===== config.mk =====
export PLATFORM = sky130hd
export DESIGN_NAME = byte_decrypt_engine
export DESIGN_NICKNAME = d
export VERILOG_FILES = /design/src/rtl/byte_decrypt_engine_pkg.sv /design/src/rtl/circular_left_shift.sv /design/src/rtl/byte_decrypt_engine.sv
export SDC_FILE = /design/constraint.sdc
export NUM_CORES = 1
export LEC_CHECK = 0
export CELL_PAD_IN_SITES_DETAIL_PLACEMENT = 1
export CELL_PAD_IN_SITES_GLOBAL_PLACEMENT = 1
export CORE_MARGIN = 2
export CORE_UTILIZATION = 40
export DETAILED_ROUTE_END_ITERATION = 8
export GPL_TIMING_DRIVEN = 0
export PLACE_DENSITY_LB_ADDON = 0.1
export SYNTH_ARGS = -nofsm -noshare
export SYNTH_HDL_FRONTEND = slang
export SYNTH_SLANG_ARGS = --single-unit

===== constraint.sdc =====
create_clock -name clk -period 2.8 [get_ports clk]
set_clock_uncertainty 0.15 [all_clocks]
set_input_delay 0.28 -clock clk [delete_from_list [all_inputs] [get_ports clk]]
set_output_delay 0.28 -clock clk [all_outputs]
set_load 0.01 [all_outputs]

===== src/rtl/byte_decrypt_engine_pkg.sv =====
// Shared definitions for the byte cipher receive path: widths, default round
// count (must agree with the encryptor) and the decrypt FSM state encoding.
package byte_decrypt_engine_pkg;

  localparam int unsigned DataW         = 8;
  localparam int unsigned CntW          = 4;
  localparam int unsigned DefaultRounds = 4;

  typedef enum logic [1:0] {
    StIdle = 2'd0,
    StRun  = 2'd1,
    StDone = 2'd2
  } state_e;

endpackage


===== src/rtl/circular_left_shift.sv =====
// Single-position left rotate of a data byte; undoes the encryptor's rotr1.
module circular_left_shift
  import byte_decrypt_engine_pkg::*;
(
  input  logic [DataW-1:0] data_i,
  output logic [DataW-1:0] data_o
);

  // MSB wraps around into the LSB
  assign data_o = {data_i[DataW-2:0], data_i[DataW-1]};

endmodule


===== src/rtl/byte_decrypt_engine.sv =====
// Iterative inverse of the rotate-right/XOR byte cipher. One inverse round per
// clock, counting the round index down from ROUNDS-1 to 0.
module byte_decrypt_engine
  import byte_decrypt_engine_pkg::*;
#(
  parameter int unsigned ROUNDS = DefaultRounds
) (
  input  logic             clk,
  input  logic             rst_n,
  input  logic [DataW-1:0] key,
  input  logic             in_valid,
  output logic             in_ready,
  input  logic [DataW-1:0] in_data,
  output logic             out_valid,
  input  logic             out_ready,
  output logic [DataW-1:0] out_data,
  output logic             busy
);

  localparam logic [CntW-1:0] RndInit = CntW'(ROUNDS - 1);

  state_e           state_q, state_d;
  logic [DataW-1:0] data_q, data_d;
  logic [DataW-1:0] key_q, key_d;
  logic [CntW-1:0]  rnd_q, rnd_d;

  logic [DataW-1:0] data_rotl;
  logic [DataW-1:0] rk_s0, rk_s1, round_key;
  logic [DataW-1:0] round_out;
  logic             in_ready_fsm;

  circular_left_shift u_rotl (
    .data_i (data_q),
    .data_o (data_rotl)
  );

  // Round key = key_q rotated right by rnd[2:0]; three-stage barrel, wraps mod 8
  always_comb begin
    rk_s0     = rnd_q[0] ? {key_q[0],   key_q[DataW-1:1]} : key_q;
    rk_s1     = rnd_q[1] ? {rk_s0[1:0], rk_s0[DataW-1:2]} : rk_s0;
    round_key = rnd_q[2] ? {rk_s1[3:0], rk_s1[DataW-1:4]} : rk_s1;
  end

  assign round_out = data_rotl ^ round_key;

  // Next-state and handshake outputs
  always_comb begin
    state_d      = state_q;
    data_d       = data_q;
    key_d        = key_q;
    rnd_d        = rnd_q;
    in_ready_fsm = 1'b0;
    out_valid    = 1'b0;
    busy         = 1'b0;
    unique case (state_q)
      StIdle: begin
        in_ready_fsm = 1'b1;
        if (in_valid) begin
          data_d  = in_data;
          key_d   = key;
          rnd_d   = RndInit;
          state_d = StRun;
        end
      end
      StRun: begin
        busy   = 1'b1;
        data_d = round_out;
        if (rnd_q == '0) begin
          state_d = StDone;
        end else begin
          rnd_d = rnd_q - 1'b1;
        end
      end
      StDone: begin
        busy      = 1'b1;
        out_valid = 1'b1;
        if (out_ready) begin
          state_d = StIdle;
        end
      end
      default: begin
        state_d = StIdle;
      end
    endcase
  end

  // Hold off acceptance while reset is asserted, even though the FSM sits in idle
  assign in_ready = in_ready_fsm & rst_n;
  assign out_data = data_q;

  // State, data, key and round counter registers
  always_ff @(posedge clk or negedge rst_n) begin
    if (!rst_n) begin
      state_q <= StIdle;
      data_q  <= '0;
      key_q   <= '0;
      rnd_q   <= '0;
    end else begin
      state_q <= state_d;
      data_q  <= data_d;
      key_q   <= key_d;
      rnd_q   <= rnd_d;
    end
  end

endmodule

==> reports/qor.txt, run 1 <==
Main synth FF type - dfrtp_1
Global route total overflow - 0
Reg2Reg Depth - 7
Layout cell share with drive strength beyond 1 - 14.0%
Clock Tree Root - clkbuf_8
Post-route minimum period - 2.53 ns
Max_slew headroom - 26.7%
Die height - 65.7 um
Cell area after synthesis - 0.00152 mm^2
Final Wtd Congestion - 0.758
WP data arrival - 2.54 ns
Clk sinks - 22
Max Freq - 0.396 GHz
Via density - 5.62
R2R Path Start - rnd_q[1]
Clk slew on worst S/H paths - 0.09 ns
Netlist cell types - 23
Via count - 1191
Power Dens Cells - 1180 mW/mm^2
LEAKAGE - 0.832 nW
Syn nets - 156
Area post-placement - 0.00188 mm^2
RSZ-0062 raised after global routing - no
R2r endpoint - state_q[1]
Reg2reg setup slack - 0.27 ns
Deepest clock path buffer count - 2
Status - complete, no violations
N_diodes - 0
Worst Hold Class - in -> async
Count of flip-flops with a built-in enable after synthesis - 0
Final Hold Viols - 0
Synthesis-to-layout area growth - 28.5%
CTS Buf Count - 3
Cells after Synth - 130
CP endpoint kind - flip-flop
Slew @ Worst Pin - 1.10 ns
Most common cell after layout, fill and taps aside - clkdlybuf4s50_1
Hold buffers post-CTS - 0
Maximum VDD drop - 0.544 mV
Top-level port count - 31
Synth warnings - 0
FF+latch count, synth - 22
Antenna Violating Nets Remaining - 0
Row cnt - 22
Largest fanout on the critical path - 8
Core area - 0.00366 mm^2
Pre-Repair DR Iteration Count - 4
Largest net degree at the start of global routing - 24
Post-synthesis sequential area ratio - 36.2%
Worst setup slack after layout - 0.273 ns
CP Data Required Time - 2.82 ns
WL per Instance - 17.9 um
Final Util - 53.5%
Setup violators final - 0
Design area - 0.00196 mm^2
HPWL Detailed - 2840 um
Number of H-tree levels - 1
Most frequent cells in the layout - clkdlybuf4s50_1 (29), dfrtp_1 (22), mux2i_1 (18)
CTS tree - done
Syn Area/Cell - 11.7 um^2
DR iter-0 viols - 72
Die area - 0.00432 mm^2
Setup TNS - 0 ns
Global-route wire length before repair - 6310 um
Max-cap violations - 0
Ys async rst share - 100%
Initial antenna violation count - 0
Setup crit start kind - flip-flop
Detailed-route DRC error count - 0
Worst Path Class, Setup - reg -> reg
Place WS - 0.0780 ns
Initial Util - 41.6%
Vias in the first global route - 1280
Hold Worst Slack - 0.0516 ns
Total Wirelength - 3800 um
GRT Util Overall - 19.2%
Fillers - 396
Clk_lat worst skew - 0.27 ns
CTS resizes - 0
Post-CTS Setup Bufs - 0
Final Cycle Share - 90.2%
NumNets Final - 191
Buffers on Ports - 30
Max-slew violations - 0
Width of the die - 65.7 um
==> state kept, by name (all words and copies together) (netlist names) <==
name / flops
key_q: 8
out_data: 8
state_q: 2
rnd_q: 4
==> cell usage after synthesis, types with 4 or more instances <==
cell,instances,area [um^2]
nand3b_1,8,60.1
inv_1,4,15.0
a211o_1,8,70.1
mux2i_1,18,180
nand3_1,12,60.1
mux2_2,11,124
o21ai_0,4,20.0
clkbuf_1,9,33.8
dfrtp_1,22,551
ha_1,6,75.1
mux4_2,5,113
nor3b_1,8,60.1
==> worst max path at each step <==
stage                     startpoint         end  slack [ns]  cells after the start
final                       rnd_q[1]  state_q[1]        0.27                      7
after global routing        rnd_q[1]  state_q[1]        0.14                      7
after CTS                      rst_n    in_ready        0.08                      3
after detailed placement       rst_n    in_ready        0.08                      3
after global placement         rst_n    in_ready        0.09                      3
after floorplan             rnd_q[1]  state_q[0]        0.56                      7
==> worst max-delay path, stage by stage, from the launching register on <==
cell and delay [ns]:
dfrtp_1 0.37, clkbuf_1 0.19, inv_2 0.23, ha_1 0.24, or3b_2 0.45, clkbuf_1 0.17, a21oi_1 0.26, mux2_2 0.36
==> metal layers <==
metal	share of wire, %	global-route usage [%]	wire length (um)
met5	0	0	0
met4	1.3	6.25	51
met3	2.5	2.23	96
met2	51	32.7	1930
met1	45	25.5	1730
==> through the flow <==
| step | instances | power [mW] |
|---|---|---|
| floorplan | 130 | 1.55 |
| global placement | 208 | 1.94 |
| detailed placement | 208 | 2.00 |
| CTS | 212 | 2.31 |
| global route | 212 | 2.47 |
| finish | 212 | 2.30 |
==> where the power goes <==
group / switching, mW / internal [mW] / total (mW)
registers: 0.167 / 0.472 / 0.639
logic: 0.645 / 0.709 / 1.35
clock network: 0.117 / 0.191 / 0.308
total: 0.929 / 1.37 / 2.30
==> layout make-up <==
type	instances	area [um^2]	area share, %
well taps	48	60.1	3.07
inverters	5	18.8	0.959
plain buffers	10	45.0	2.30
repair buffers	30	303	15.5
clock buffers	3	41.3	2.11
flip-flops and latches	22	551	28.1
clock inverters	1	30.0	1.53
multi-input cells	93	908	46.4
==> logic make-up (layout without fill, tap and decap cells) <==
family	Yosys count	after routing	synth area share, %
simple gates	33	33	13.8
fa+ha+maj	6	6	4.93
compound gates	17	17	8.38
buf+inv	15	49	4.19
flops	22	22	36.2
mux	37	37	32.5
No activity file was read; power rests on OpenSTA's default activity.
==> run 2, diff against run 1 <==
--- a/config.mk
+++ b/config.mk
@@ -5,9 +5,10 @@
 export SDC_FILE = /design/constraint.sdc
 export NUM_CORES = 1
 export LEC_CHECK = 0
+export CAP_MARGIN = 30
 export CELL_PAD_IN_SITES_DETAIL_PLACEMENT = 1
 export CELL_PAD_IN_SITES_GLOBAL_PLACEMENT = 1
-export CORE_MARGIN = 2
+export CORE_MARGIN = 10
 export CORE_UTILIZATION = 40
 export DETAILED_ROUTE_END_ITERATION = 8
 export GPL_TIMING_DRIVEN = 0
==> constraint.sdc (replaced) <==
create_clock -name clk -period 2.8 [get_ports clk]
set_clock_uncertainty 0.15 [all_clocks]
set_input_delay 0.28 -clock clk [delete_from_list [all_inputs] [get_ports clk]]
set_output_delay 0.28 -clock clk [all_outputs]
set_load 0.02 [all_outputs]
==> run 2 against run 1 <==
Against the previous run: sequential cell count unchanged; count of clock-buffer cells in the layout stayed put; worst hold slack gained 0.14 ns; non-clock buffer count up 1; cell count up 0.47%; global-route usage fell by 7.1 points; register-to-register slack gained 0.04 ns; core utilization increased by 0.34 points; critical path type unchanged; critical endpoint unchanged; largest cell class unchanged.
==> reports/qor.txt, run 2 (synthesis gave the netlist of run 1 again) <==
R2r endpoint - state_q[1] (unchanged)
Final Wtd Congestion - 0.795 (was 0.758)
Worst Hold Class - in -> async (unchanged)
RSZ-0062 raised after global routing - no (unchanged)
Die area - 0.00667 mm^2 (was 0.00432 mm^2)
Reg2reg setup slack - 0.31 ns (was 0.27 ns)
Post-route minimum period - 2.49 ns (was 2.53 ns)
Setup TNS - 0 ns (unchanged)
Hold buffers post-CTS - 0 (unchanged)
R2R Path Start - rnd_q[1] (unchanged)
Total Wirelength - 3890 um (was 3800 um)
Crit path largest cell delay - 0.44 ns (was 0.45 ns)
Core area - 0.00366 mm^2 (unchanged)
Antenna Violating Nets Remaining - 0 (unchanged)
CTS tree - done (unchanged)
Die height - 81.7 um (was 65.7 um)
Initial antenna violation count - 0 (unchanged)
Via density - 5.65 (was 5.62)
Clk_lat worst skew - 0.27 ns (about the same)
Initial Util - 41.6% (unchanged)
Clk slew on worst S/H paths - 0.08 ns (was 0.09 ns)
WL per Instance - 18.3 um (was 17.9 um)
Most common cell after layout, fill and taps aside - clkdlybuf4s50_1 (unchanged)
CP endpoint kind - flip-flop (unchanged)
NumNets Final - 192 (was 191)
Max_slew headroom - 65.1% (was 26.7%)
Clock Tree Root - clkbuf_8 (unchanged)
Slew @ Worst Pin - 0.524 ns (was 1.10 ns)
Most frequent cells in the layout - clkdlybuf4s50_1 (30), dfrtp_1 (22), mux2i_1 (18) (was clkdlybuf4s50_1 (29), dfrtp_1 (22), mux2i_1 (18))
Via count - 1204 (was 1191)
Deepest clock path buffer count - 2 (unchanged)
Maximum VDD drop - 0.561 mV (was 0.544 mV)
Largest net degree at the start of global routing - 15 (was 24)
N_diodes - 0 (unchanged)
Max Freq - 0.402 GHz (was 0.396 GHz)
CP Data Required Time - 2.81 ns (was 2.82 ns)
Status - complete, no violations (unchanged)
Detailed-route DRC error count - 0 (unchanged)
Row cnt - 22 (unchanged)
CTS Buf Count - 3 (unchanged)
Synthesis-to-layout area growth - 29.3% (was 28.5%)
Global route total overflow - 0 (unchanged)
DR iter-0 viols - 50 (was 72)
Setup violators final - 0 (unchanged)
Worst Path Class, Setup - reg -> reg (unchanged)
Cell Count, Final, Fillers Out - 213 (was 212)
Width of the die - 81.7 um (was 65.7 um)
CTS resizes - 0 (unchanged)
Max-slew violations - 0 (unchanged)
Max-cap violations - 0 (unchanged)
GRT Util Overall - 12.2% (was 19.2%)
LEAKAGE - 0.830 nW (was 0.832 nW)
Post-CTS Setup Bufs - 0 (unchanged)
Largest fanout on the critical path - 8 (unchanged)
Vias in the first global route - 1260 (was 1280)
Number of H-tree levels - 1 (unchanged)
Buffers on Ports - 30 (unchanged)
Final Hold Viols - 0 (unchanged)
Most used cell, CP - clkbuf_1 (unchanged)
Layout cell share with drive strength beyond 1 - 14.5% (was 14.0%)
Reg2Reg Depth - 7 (unchanged)
Crit-path cells - clkbuf_1 -> inv_2 -> ha_1 -> or3b_2 -> clkbuf_1 -> a21oi_1 -> mux2_2 (unchanged)
Pre-Repair DR Iteration Count - 4 (unchanged)
Global-route wire length before repair - 6350 um (was 6310 um)
Final Cycle Share - 88.8% (was 90.2%)
Top-level port count - 31 (unchanged)
Critical path's slowest cell - or3b_2 (unchanged)
HPWL Detailed - 3030 um (was 2840 um)
Placed Cells - 209 (was 208)
Setup crit start kind - flip-flop (unchanged)
Clk sinks - 22 (unchanged)
WP data arrival - 2.50 ns (was 2.54 ns)
Power Dens Cells - 1190 mW/mm^2 (was 1180 mW/mm^2)
run 2: cell types whose count changed in the layout (fill, tap and decap cells not counted), sizes merged:
cell | before | now
clkdlybuf4s50 | 29 | 30
dlymetal6s2s | 1 | 0
buf | 1 | 2
run 2: worst max path at each step:
stage	cells past startpoint	endpoint	slack (ns)	from
detailed placement	7	state_q[1]	0.31	rnd_q[1]
global route	7	state_q[1]	0.13	rnd_q[1]
CTS	7	state_q[1]	0.30	rnd_q[1]
finish	7	state_q[1]	0.31	rnd_q[1]
global placement	3	in_ready	0.01	rst_n
floorplan	7	state_q[0]	0.56	rnd_q[1]
run 2: final cells by class:
type,instances,area [um^2]
sequential,22,551
clock inverter,1,30.0
clock buffer,3,41.3
multi-input combinational,93,908
tap,48,60.1
timing repair buffer,31,315
buffer,10,45.0
fill,391,1690
inverter,5,18.8
run 2: per-stage QoR:
stage	cell area (um^2)	hold WS, ns	setup WS [ns]	utilization (%)	power (mW)
after global placement	1880	0.362	0.0117	51.4	2.01
final	1970	0.188	0.313	53.8	2.35
after floorplan	1520	-0.166	0.563	-	1.61
after CTS	1970	0.205	0.299	53.8	2.38
after global routing	1970	0.218	0.132	53.8	2.54
after detailed placement	1900	0.378	0.312	51.8	2.06
run 2: power by group:
part	leakage, nW	total [mW]	switching [mW]	internal [mW]
Sequential	0.266	0.636	0.163	0.472
Combinational	0.528	1.41	0.700	0.710
Clock	0.0357	0.306	0.115	0.191
Total	0.830	2.35	0.978	1.37
run 2: critical path: cells and delay by family (launching register included):
family,cells,cell delay (ns)
flip-flops,1,0.36
AND/OR/NAND/NOR,1,0.44
AO/OA/AOI/OAI,1,0.25
buffers and inverters,3,0.57
adder cells (fa/ha/maj),1,0.24
multiplexers,1,0.36
run 2: per-layer routing:
layer	routed length (um)	track usage, %	vias to the layer above
met2	2000	21.2	15
met4	42	3.57	0
met5	0	0	-
met3	159	2.84	5
met1	1690	14.6	613
li1	-	-	571
==> run 3, diff against run 2 <==
--- a/config.mk
+++ b/config.mk
@@ -6,13 +6,11 @@
 export NUM_CORES = 1
 export LEC_CHECK = 0
 export CAP_MARGIN = 30
-export CELL_PAD_IN_SITES_DETAIL_PLACEMENT = 1
-export CELL_PAD_IN_SITES_GLOBAL_PLACEMENT = 1
 export CORE_MARGIN = 10
-export CORE_UTILIZATION = 40
+export CORE_UTILIZATION = 50
 export DETAILED_ROUTE_END_ITERATION = 8
 export GPL_TIMING_DRIVEN = 0
-export PLACE_DENSITY_LB_ADDON = 0.1
+export PLACE_DENSITY = 0.85
 export SYNTH_ARGS = -nofsm -noshare
 export SYNTH_HDL_FRONTEND = slang
 export SYNTH_SLANG_ARGS = --single-unit
==> run 3 against run 2 <==
Against the previous run: die area shrank 15%; cell count fell by 8.0%; register-to-register slack worse by 0.06 ns; combinational power about the same; largest power group unchanged; sequential share of layout area increased by 0.82 points; via count decreased by 0.83%; sequential cell count is the same; sequential power about the same; total power is 5.8% lower; core utilization is 14 points higher; critical path depth is the same; cell area fell by 2.9%.
==> reports/qor.txt, run 3 (synthesis gave the netlist of run 1 again) <==
Global route total overflow - 0 (unchanged)
Place WS - 0.294 ns (was 0.312 ns)
GRT Util Overall - 14.2% (was 12.2%)
NumNets Final - 192 (unchanged)
Setup TNS - 0 ns (unchanged)
Worst setup path start - rnd_q[1] (unchanged)
Buffers on Ports - 30 (unchanged)
Vias in the first global route - 1304 (was 1260)
Setup violators final - 0 (unchanged)
LEAKAGE - 0.815 nW (was 0.830 nW)
Int Pwr - 1.26 mW (was 1.37 mW)
CTS resizes - 0 (unchanged)
Hold buffers post-CTS - 0 (unchanged)
R2R Path Start - rnd_q[1] (unchanged)
Final Hold Viols - 0 (unchanged)
Clk sinks - 22 (unchanged)
Initial antenna violation count - 0 (unchanged)
DR iter-0 viols - 65 (was 50)
Clock Tree Root - clkbuf_4 (was clkbuf_8)
Status - complete, no violations (unchanged)
Reg2Reg Depth - 7 (unchanged)
Post-CTS Setup Bufs - 0 (unchanged)
Core area - 0.00283 mm^2 (was 0.00366 mm^2)
Via density - 6.09 (was 5.65)
Reg2reg setup slack - 0.25 ns (was 0.31 ns)
Maximum VDD drop - 0.681 mV (was 0.561 mV)
Synthesis-to-layout area growth - 25.6% (was 29.3%)
CP endpoint kind - flip-flop (unchanged)
Max-slew violations - 0 (unchanged)
Die height - 75.2 um (was 81.7 um)
Antenna Violating Nets Remaining - 0 (unchanged)
Initial Util - 53.8% (was 41.6%)
Worst Path Class, Setup - reg -> reg (unchanged)
Max-cap violations - 0 (unchanged)
Slew @ Worst Pin - 0.519 ns (was 0.524 ns)
WP data arrival - 2.62 ns (was 2.50 ns)
CTS tree - done (unchanged)
Clk_lat worst skew - 0.32 ns (was 0.27 ns)
Number of H-tree levels - 1 (unchanged)
Critical path's slowest cell - or3b_2 (unchanged)
Sequential share of power - 28.7% (was 27.0%)
Max Freq - 0.392 GHz (was 0.402 GHz)
N_diodes - 0 (unchanged)
Clk slew on worst S/H paths - 0.13 ns (was 0.08 ns)
Most used cell, CP - clkbuf_1 (unchanged)
Most frequent cells in the layout - clkdlybuf4s50_1 (30), dfrtp_1 (22), mux2i_1 (18) (unchanged)
Global-route wire length before repair - 6200 um (was 6350 um)
Post-route minimum period - 2.55 ns (was 2.49 ns)
Final Cycle Share - 91.0% (was 88.8%)
Row cnt - 19 (was 22)
WL per Instance - 19.0 um (was 18.3 um)
Final Wtd Congestion - 0.821 (was 0.795)
Max_slew headroom - 65.4% (was 65.1%)
CTS Buf Count - 3 (unchanged)
Detailed-route DRC error count - 0 (unchanged)
Setup crit start kind - flip-flop (unchanged)
Crit-path cells - clkbuf_1 -> inv_2 -> ha_1 -> or3b_2 -> clkbuf_1 -> a21oi_1 -> mux2_2 (unchanged)
Worst setup slack after layout - 0.252 ns (was 0.313 ns)
Most common cell after layout, fill and taps aside - clkdlybuf4s50_1 (unchanged)
Fillers - 218 (was 391)
Pre-Repair DR Iteration Count - 4 (unchanged)
Top-level port count - 31 (unchanged)
Deepest clock path buffer count - 2 (unchanged)
Total Wirelength - 3720 um (was 3890 um)
Die area - 0.00565 mm^2 (was 0.00667 mm^2)
Via count - 1194 (was 1204)
Combinational share of power - 62.9% (was 59.9%)
Layout cell share with drive strength beyond 1 - 14.5% (unchanged)
HPWL Detailed - 2960 um (was 3030 um)
RSZ-0062 raised after global routing - no (unchanged)
Largest net degree at the start of global routing - 16 (was 15)
Worst setup endpoint - state_q[0] (was state_q[1])
R2r endpoint - state_q[0] (was state_q[1])
Psw - 953 uW (was 978 uW)
CP Data Required Time - 2.87 ns (was 2.81 ns)
Largest fanout on the critical path - 8 (unchanged)
Sw Ratio - 43.0% (was 41.6%)
Crit path largest cell delay - 0.45 ns (was 0.44 ns)
Worst Hold Class - in -> async (unchanged)
Power Dens Cells - 1160 mW/mm^2 (was 1190 mW/mm^2)
Clock Power Share - 8.4% (was 13.0%)
Width of the die - 75.2 um (was 81.7 um)
==> run 3: metal layers <==
layer / share of wire [%] / GRT usage (%) / up-vias
met3: 4.7 / 3.42 / 7
met5: 0 / 0 / -
li1: - / - / 567
met2: 53 / 25.6 / 26
met1: 40 / 15.1 / 594
met4: 1.8 / 7.01 / 0
==> run 3: worst min-delay path by stage <==
stage	to	cells past startpoint	slack, ns	start
after floorplan	key_q[0]	0	-0.17	rst_n
after global placement	out_data[4]	1	0.37	out_data[4]
after detailed placement	out_data[7]	1	0.39	out_data[7]
after CTS	out_data[3]	1	0.13	rst_n
after global routing	out_data[2]	1	0.13	rst_n
final	out_data[3]	1	0.11	rst_n
==> run 3: cell type report <==
cell class	count	area [um^2]	area share, %
inverter	5	18.8	0.981
buffer	10	45.0	2.35
sequential	22	551	28.8
multi-input combinational	93	908	47.5
clock buffer	4	36.3	1.90
tap	31	38.8	2.03
timing repair buffer	31	315	16.5
==> run 3: worst max-delay path: cells and delay by family, from the launching register on <==
family | cells | cell delay, ns
compound gates | 1 | 0.27
fa+ha+maj | 1 | 0.23
buf+inv | 3 | 0.59
flops | 1 | 0.39
mux | 1 | 0.37
simple gates | 1 | 0.45
==> run 3: power by group through the flow <==
stage	clock, mW	sequential, mW	combinational [mW]
finish	0.185	0.636	1.39
global route	0.202	0.655	1.52
CTS	0.187	0.632	1.41
detailed placement	0	0.640	1.40
global placement	0	0.619	1.35
floorplan	0	0.656	0.955
==> run 3: stage by stage <==
step                util (%)  hold slack (ns)  power, mW  std cells  area, um^2
global route            67.6            0.126       2.38        196        1910
global placement        65.8            0.367       1.96        191        1860
finish                  67.6            0.115       2.22        196        1910
detailed placement      66.3            0.386       2.04        192        1880
floorplan                  -           -0.166       1.61        130        1520
CTS                     67.6            0.131       2.22        196        1910
